[config.mk]
export PLATFORM = sky130hd
export DESIGN_NAME = mux_select_sequencer
export DESIGN_NICKNAME = d
export VERILOG_FILES = /design/src/rtl/mux_select_sequencer.sv
export SDC_FILE = /design/constraint.sdc
export NUM_CORES = 1
export LEC_CHECK = 0
export CAP_MARGIN = 40
export CORE_MARGIN = 10
export CORE_UTILIZATION = 45
export DETAILED_ROUTE_END_ITERATION = 10
export GPL_ROUTABILITY_DRIVEN = 0
export PLACE_DENSITY = 0.74
export SETUP_SLACK_MARGIN = 0.5
export SLEW_MARGIN = 30
export SYNTH_ARGS = -nofsm -noshare
export SYNTH_HDL_FRONTEND = slang
export SYNTH_SLANG_ARGS = --single-unit
export TNS_END_PERCENT = 50
[constraint.sdc]
create_clock -name clock -period 2.75 [get_ports clock]
set_input_delay 0.825 -clock clock [delete_from_list [all_inputs] [get_ports clock]]
set_output_delay 0.825 -clock clock [all_outputs]
set_load 0.005 [all_outputs]
[src/rtl/mux_select_sequencer.sv]
// -----------------------------------------------------------------------------
// mux_select_sequencer
//
// Generates the 2-bit select code for a 4-to-1 lab multiplexer. The code scans
// 0,1,2,3,0,... either automatically every DIV clocks (enable=1) or one step
// per push-button rising edge, and can be loaded directly with any value.
// Single-cycle tick/wrap strobes accompany each advance.
//
// Parameters:
//   DIV      clock cycles per automatic advance (>= 2)
//   CW       divider counter width, 2**CW >= DIV
// Ports:
//   clock    system clock, rising-edge active
//   resetn   asynchronous active-low reset
//   enable   1 = auto advance every DIV cycles, 0 = divider cleared and held
//   step     asynchronous active-high button level; each rising edge advances
//   load     synchronous load request (level), highest priority
//   load_sel value loaded into sel while load=1
//   sel      registered select code to the mux (sel[1] high, sel[0] low)
//   tick     registered one-cycle pulse after every advance
//   wrap     registered one-cycle pulse after an advance from 3 to 0
// -----------------------------------------------------------------------------
module mux_select_sequencer #(
  parameter int DIV = 50000000,
  parameter int CW  = 26
) (
  input  logic       clock,
  input  logic       resetn,
  input  logic       enable,
  input  logic       step,
  input  logic       load,
  input  logic [1:0] load_sel,
  output logic [1:0] sel,
  output logic       tick,
  output logic       wrap
);

  localparam logic [CW-1:0] CNT_LAST = CW'(DIV - 1);

  logic          s1_q, s1_d;
  logic          s2_q, s2_d;
  logic          s3_q, s3_d;
  logic [CW-1:0] cnt_q, cnt_d;
  logic [1:0]    sel_q, sel_d;
  logic          tick_q, tick_d;
  logic          wrap_q, wrap_d;

  logic          step_edge;
  logic          auto_adv;
  logic          adv;

  // NOTE: every signal assigned here gets a default first, so no path can
  // leave it unassigned and infer a latch.
  always_comb begin
    // Two-flop synchronizer for the asynchronous button, plus one more stage
    // so the rising edge is detected on already-synchronized values.
    s1_d = step;
    s2_d = s1_q;
    s3_d = s2_q;
    step_edge = s2_q & ~s3_q;

    auto_adv = enable && (cnt_q == CNT_LAST);

    if (!enable || auto_adv) cnt_d = '0;
    else                     cnt_d = cnt_q + CW'(1);

    // Auto and step requests merge: coincident requests give a single +1.
    adv = auto_adv | step_edge;

    sel_d  = sel_q;
    tick_d = 1'b0;
    wrap_d = 1'b0;

    if (load) begin
      // Load wins over any advance and restarts the auto interval.
      sel_d = load_sel;
      cnt_d = '0;
    end else if (adv) begin
      sel_d  = sel_q + 2'd1;
      tick_d = 1'b1;
      wrap_d = (sel_q == 2'd3);
    end
  end

  // NOTE: state flops use non-blocking assignments so every flop samples the
  // pre-edge values, independent of statement order.
  always_ff @(posedge clock or negedge resetn) begin
    if (!resetn) begin
      s1_q   <= 1'b0;
      s2_q   <= 1'b0;
      s3_q   <= 1'b0;
      cnt_q  <= '0;
      sel_q  <= 2'd0;
      tick_q <= 1'b0;
      wrap_q <= 1'b0;
    end else begin
      s1_q   <= s1_d;
      s2_q   <= s2_d;
      s3_q   <= s3_d;
      cnt_q  <= cnt_d;
      sel_q  <= sel_d;
      tick_q <= tick_d;
      wrap_q <= wrap_d;
    end
  end

  assign sel  = sel_q;
  assign tick = tick_q;
  assign wrap = wrap_q;

endmodule

==> flow_metrics.tcl, run 1 <==
set metrics [dict create \
    grt_start_max_net_pins 34 \
    p_leak_nw 0.730 \
    grt_pass1_wl_um 6120 \
    synth_seq_cells 33 \
    min_from "s1_q$_DFF_PN0_" \
    antenna_found_initial 0 \
    grt_overflow 0 \
    io_buffers 10 \
    synthArstFlopShare 1.00 \
    ys_types 36 \
    hold_depth 0 \
    area_growth_pct 14.1 \
    syn-cell-area_mm2 0.00171 \
    crit_fanout 6 \
    clk_pin_slew_ps 70 \
    max_stage_delay_ps 530 \
    path_buf_inv 1 \
    r2r_slack_ps 710 \
    dieArea_mm2 0.00666 \
    fin_crit_sh 0.754 \
    layout-drive-gt1-share 0.0924 \
    fp-row-count 22 \
    period_needed_ps 2070 \
    hold_violations 0 \
    hpwl_um 2420 \
    slowest_stage "clkdlybuf4s50_1" \
    cts_htree_levels 2 \
    num_vias 1362 \
    critical_path.cell_chain "clkdlybuf4s50_1" \
    finalSetupViolCount 0 \
    synth_top_area_share 0.484 \
    crit_arrival_ps 1250 \
    p_total_mw 0.966 \
    holdBufCountCts 0 \
    cp-end-kind "output port" \
    max_freq_mhz 482 \
    wl_per_cell_um 14.7 \
    drt_first_iter_violations 134 \
    synthTopCellsByArea "dfrtp_1 (48%), nand4_1 (4.0%), nor2_1 (3.7%)" \
    syn-num-nets 182 \
    drt_pass1_iterations 4 \
    grt_setup_unrepaired "no" \
    die_w_um 81.6 \
    r2r-start "cnt_q[5]$_DFF_PN0_" \
    critPathRequiredTime_ps 1930 \
    reg2reg_to "cnt_q[21]$_DFF_PN0_" \
    path_depth 1 \
    postRouteAntennaNets 0 \
    diodes 0 \
    insertion_delay_ps 290 \
    hold_class "register to register" \
    routed_wl_um 3410 \
    grt_pass1_vias 1360 \
    cts_buffer_depth 2 \
    ys.flop_type "dfrtp_1" \
    min_to "s2_q$_DFF_PN0_" \
    seq_area_frac_synth 0.484 \
    cellPowerDensity_mw_per_mm2 496 \
    track_usage 0.116 \
    synth_top_area_cell "dfrtp_1" \
    cts_tree "built" \
    cts_resized 0 \
    cts_inserted_buffers 5 \
    die_y_um 81.6 \
    syn_avg_cell_area_um2 9.86 \
    rr_worst_depth 4 \
    critical_path.top_delay_family "buffers and inverters" \
    io_pins 11 \
    final_cell_area_mm2 0.00195 \
    fin_setup_tns_ps 0 \
    max_slew_margin 0.731 \
    cp-start-kind "register" \
    cts.sinks 33 \
    start_util 0.466 \
    coreArea_mm2 0.00366 \
    yosys_warnings 0 \
    synth_cells 173 \
    vdd_ir_drop_max_mv 0.365 \
    status "complete, no violations" \
    skew_ps 5.82 \
    drv_cap 0 \
    avgViaCountPerCell 5.87 \
    synth-edff-count 0 \
    report.final.slew_viol_count 0 \
    post-cts-setup-buffers 0 \
    crit_type "register to output port" \
    fin_nets 192 \
    clock-root-buffer "clkbuf_8" \
    tightest_slew_ps 404 \
    placedInstanceArea_mm2 0.00185 \
    drc 0 \
]
[how the worst max path moves through the flow]
stage                       startpoint                   to  slack, ps
floorplan                         load   cnt_q[2]$_DFF_PN0_        760
global placement                  load   sel[0]$_DFFE_PN0P_        450
detailed placement                load   cnt_q[7]$_DFF_PN0_        390
CTS                 sel[0]$_DFFE_PN0P_               sel[0]        660
global route        cnt_q[5]$_DFF_PN0_  cnt_q[19]$_DFF_PN0_        590
finish              sel[0]$_DFFE_PN0P_               sel[0]        680
[through the flow]
step | hold WS, ps | std cells | utilization | worst slack (ps)
after detailed placement | 342 | 224 | 0.504 | 387
final | 355 | 232 | 0.532 | 677
after global placement | 335 | 224 | 0.504 | 455
after CTS | 358 | 232 | 0.532 | 663
after floorplan | 331 | 173 | - | 755
after global routing | 369 | 232 | 0.532 | 595
[where the power goes]
group | total (mW) | switching [mW] | leakage, nW | internal, mW
combinational | 0.0622 | 0.0307 | 0.228 | 0.0315
clock | 0.401 | 0.175 | 0.0542 | 0.226
sequential | 0.502 | 0.00770 | 0.448 | 0.495
[logic make-up after synthesis]
family / share of synthesized area
adders and majority gates: 0.0147
DFF: 0.484
buffers and inverters: 0.0279
and+or+nand+nor: 0.295
muxes: 0.0176
AOI/OAI and AO/OA: 0.0990
xor gates and xnor gates: 0.0616
[cells in the mapped netlist (2+ instances only)]
cell,count
nor2_1,17
and4_1,5
inv_1,3
xor2_1,7
or4_1,6
dfrtp_1,33
nand4_1,11
clkbuf_1,7
buf_2,2
nor4b_1,2
nand3_1,8
nor3b_1,2
nor3_1,3
nor4_1,2
mux2i_1,3
or4_4,2
xnor2_1,5
ha_1,2
nand2_1,10
or3_1,7
a21oi_1,11
o31ai_1,4
o21ai_0,8
[per-layer routing]
metal | up-vias | GRT usage | share of wire
met5 | - | 0 | 0
met4 | 0 | 0.0595 | 0.025
met3 | 9 | 0.0382 | 0.040
met2 | 29 | 0.202 | 0.51
met1 | 656 | 0.122 | 0.42
li1 | 668 | - | -
[flip-flops by register name, summed over array words and instances (netlist names)]
signal	count
cnt_q	26
tick	1
s3_q	1
s1_q	1
wrap	1
sel	2
s2_q	1
[cell type report]
| class | count | area, um2 |
|---|---|---|
| Timing Repair Buffer | 12 | 115 |
| Multi-Input combinational cell | 128 | 833 |
| Inverter | 3 | 11.3 |
| Tap cell | 48 | 60.1 |
| Sequential cell | 33 | 826 |
| Clock buffer | 7 | 96.3 |
| Clock inverter | 1 | 5.00 |
| Fill cell | 315 | 1710 |
[cells in the final DEF, fill, tap and decap left out, types with 6 or more instances in the layout]
cell | Yosys | layout
nand2_1 | 10 | 10
clkdlybuf4s50_1 | 0 | 10
clkbuf_8 | 0 | 7
o21ai_0 | 8 | 8
or4_1 | 6 | 6
nand3_1 | 8 | 8
nor2_1 | 17 | 17
or3_1 | 7 | 7
a21oi_1 | 11 | 11
xor2_1 | 7 | 7
dfrtp_1 | 33 | 33
nand4_1 | 11 | 11
(Power assumes the default switching activity.)
==> inputs of run 2 (changes only) <==
Settings changed: PLACE_DENSITY 0.74 to 0.77.
Clock period 2.75 ns to 1.7 ns, I/O delays scaled along.
==> run 2 against run 1 <==
  * The run now ends with negative setup slack left
  * Non-clock buffer count up 41
  * Sequential cell count unchanged
  * Worst setup slack worse by 820 ps
  * Core utilization up 13 points
  * Sequential share of layout area down 8.4 points
  * Hold slack better by 13 ps
  * Global-route usage up 3.0 points
  * Clock skew down 1.2 ps
  * Routed wire length up 39%
  * Clock-buffer cell count down 2
  * Total power up 59%
  * Combinational power up 130%
==> flow_metrics.tcl, run 2 (same netlist as run 1, synthesis figures left out) <==
set metrics [dict create \
    status "finished with violations" \
    violations "negative setup slack" \
    drv_cap 0 \
    clock-root-buffer "clkbuf_8" \
    cp-start-kind "register" \
    largest_reg_flops 26 \
    fin_crit_sh 1.08 \
    grt_start_max_net_pins 34 \
    final_cell_area_mm2 0.00244 \
    grt_overflow 0 \
    hpwl_um 2980 \
    antenna_found_initial 0 \
    clk_pin_slew_ps 70 \
    period_needed_ps 1840 \
    layoutNonFillerInstCount 274 \
    crit_type "register to register" \
    p_total_mw 1.53 \
    max_slew_margin 0.803 \
    layout-drive-gt1-share 0.403 \
    mostFrequentLayoutCell "buf_4" \
    slowest_stage "or4_4" \
    path_buf_inv 0 \
    fin_nets 234 \
    drt_first_iter_violations 126 \
    max_stage_delay_ps 580 \
    post-place-ws_ps -168 \
    fin_setup_tns_ps -672 \
    finalSetupViolCount 8 \
    crit_start "cnt_q[10]$_DFF_PN0_" \
    postRouteAntennaNets 0 \
    num_vias 1612 \
    crit_fanout 5 \
    seqCellArea_um2 828 \
    die_w_um 81.6 \
    regMostFlops "cnt_q" \
    hold_violations 0 \
    diodes 0 \
    final_util 0.665 \
    io_buffers 10 \
    dieArea_mm2 0.00666 \
    max_freq_mhz 543 \
    start_util 0.466 \
    drc 0 \
    cts.sinks 33 \
    timing.final.ws_setup_ps -143 \
    placedCellCount 257 \
    grt_pass1_wl_um 7530 \
    report.final.slew_viol_count 0 \
    crit_arrival_ps 2060 \
    hold_class "register to register" \
    cts_buffer_depth 2 \
    fp-row-count 22 \
    skew_ps 4.67 \
    cp-end-kind "register" \
    rr_worst_depth 4 \
    wl_per_cell_um 17.3 \
    r2r-start "cnt_q[10]$_DFF_PN0_" \
    placedInstanceArea_mm2 0.00214 \
    tightest_slew_ps 291 \
    grt_setup_unrepaired "yes" \
    io_pins 11 \
    vdd_ir_drop_max_mv 0.618 \
    insertion_delay_ps 290 \
    cts_tree "built" \
    routed_wl_um 4740 \
    reg2reg_to "cnt_q[25]$_DFF_PN0_" \
    critical_path.top_delay_family "simple AND/OR/NAND/NOR gates" \
    r2r_slack_ps -140 \
    area_growth_pct 42.7 \
    drt_pass1_iterations 4 \
    p_leak_nw 0.966 \
    timing.hold.ws_ps 368 \
    cts_htree_levels 2 \
    grt_pass1_vias 1647 \
    fill_cells 276 \
    path_depth 4 \
    cts_inserted_buffers 5 \
    avgViaCountPerCell 5.88 \
    critPathRequiredTime_ps 1920 \
    track_usage 0.146 \
    critical_path.cell_chain "nand2_2 -> or4_4 -> or4b_1 -> a21oi_1" \
    multiInputGateArea_um2 990 \
    die_y_um 81.6 \
    cellPowerDensity_mw_per_mm2 628 \
    coreArea_mm2 0.00366 \
    endpoint "cnt_q[25]$_DFF_PN0_" \
    mostFrequentLayoutCells "buf_4 (36), dfrtp_1 (31), nor2_1 (17), nand4_1 (11), a21oi_2 (9)" \
]
-- run 2: layout make-up --
type                            count  share of cell area
Sequential cell                    33               0.340
Clock inverter                      3             0.00719
Inverter                            3             0.00462
Timing Repair Buffer               53               0.189
Tap cell                           48              0.0247
Clock buffer                        5              0.0282
Multi-Input combinational cell    129               0.406
-- run 2: how the worst min path moves through the flow --
stage	startpoint	endpoint	slack, ps	cells after the start
3_5_place_dp	s1_q$_DFF_PN0_	s2_q$_DFF_PN0_	350	0
2_1_floorplan	resetn	cnt_q[0]$_DFF_PN0_	210	0
3_3_place_gp	s1_q$_DFF_PN0_	s2_q$_DFF_PN0_	340	0
6_report	s1_q$_DFF_PN0_	s2_q$_DFF_PN0_	370	0
4_1_cts	s1_q$_DFF_PN0_	s2_q$_DFF_PN0_	370	0
5_1_grt	s1_q$_DFF_PN0_	s2_q$_DFF_PN0_	370	0
-- run 2: worst reg2reg max path, stage by stage (launching register included) --
cell and delay [ps]:
dfrtp_1 410, nand2_2 110, or4_4 580, or4b_1 510, a21oi_1 150
-- run 2: power by group --
group          leakage [nW]  total [mW]  internal, mW  switching, mW
logic                 0.477       0.141        0.0726         0.0682
clock network        0.0439       0.580         0.282          0.298
registers             0.445       0.810         0.800        0.00977
-- run 2: timing repair --
| item | CTS | global route |
|---|---|---|
| hold buffers | 0 | 0 |
| cloned | 1 | 1 |
| buffers inserted | 7 | 0 |
| hold endpoints to repair | 0 | 0 |
| pin swaps | 12 | 5 |
| setup endpoints to repair | 33 | 34 |
| gates resized for setup | 37 | 14 |
-- run 2: per-layer routing --
metal / GRT usage / vias up / part of all wire
met2: 0.265 / 35 / 0.54
met1: 0.152 / 807 / 0.38
li1: - / 753 / -
met3: 0.0382 / 17 / 0.035
met4: 0.0748 / 0 / 0.036
met5: 0 / - / 0
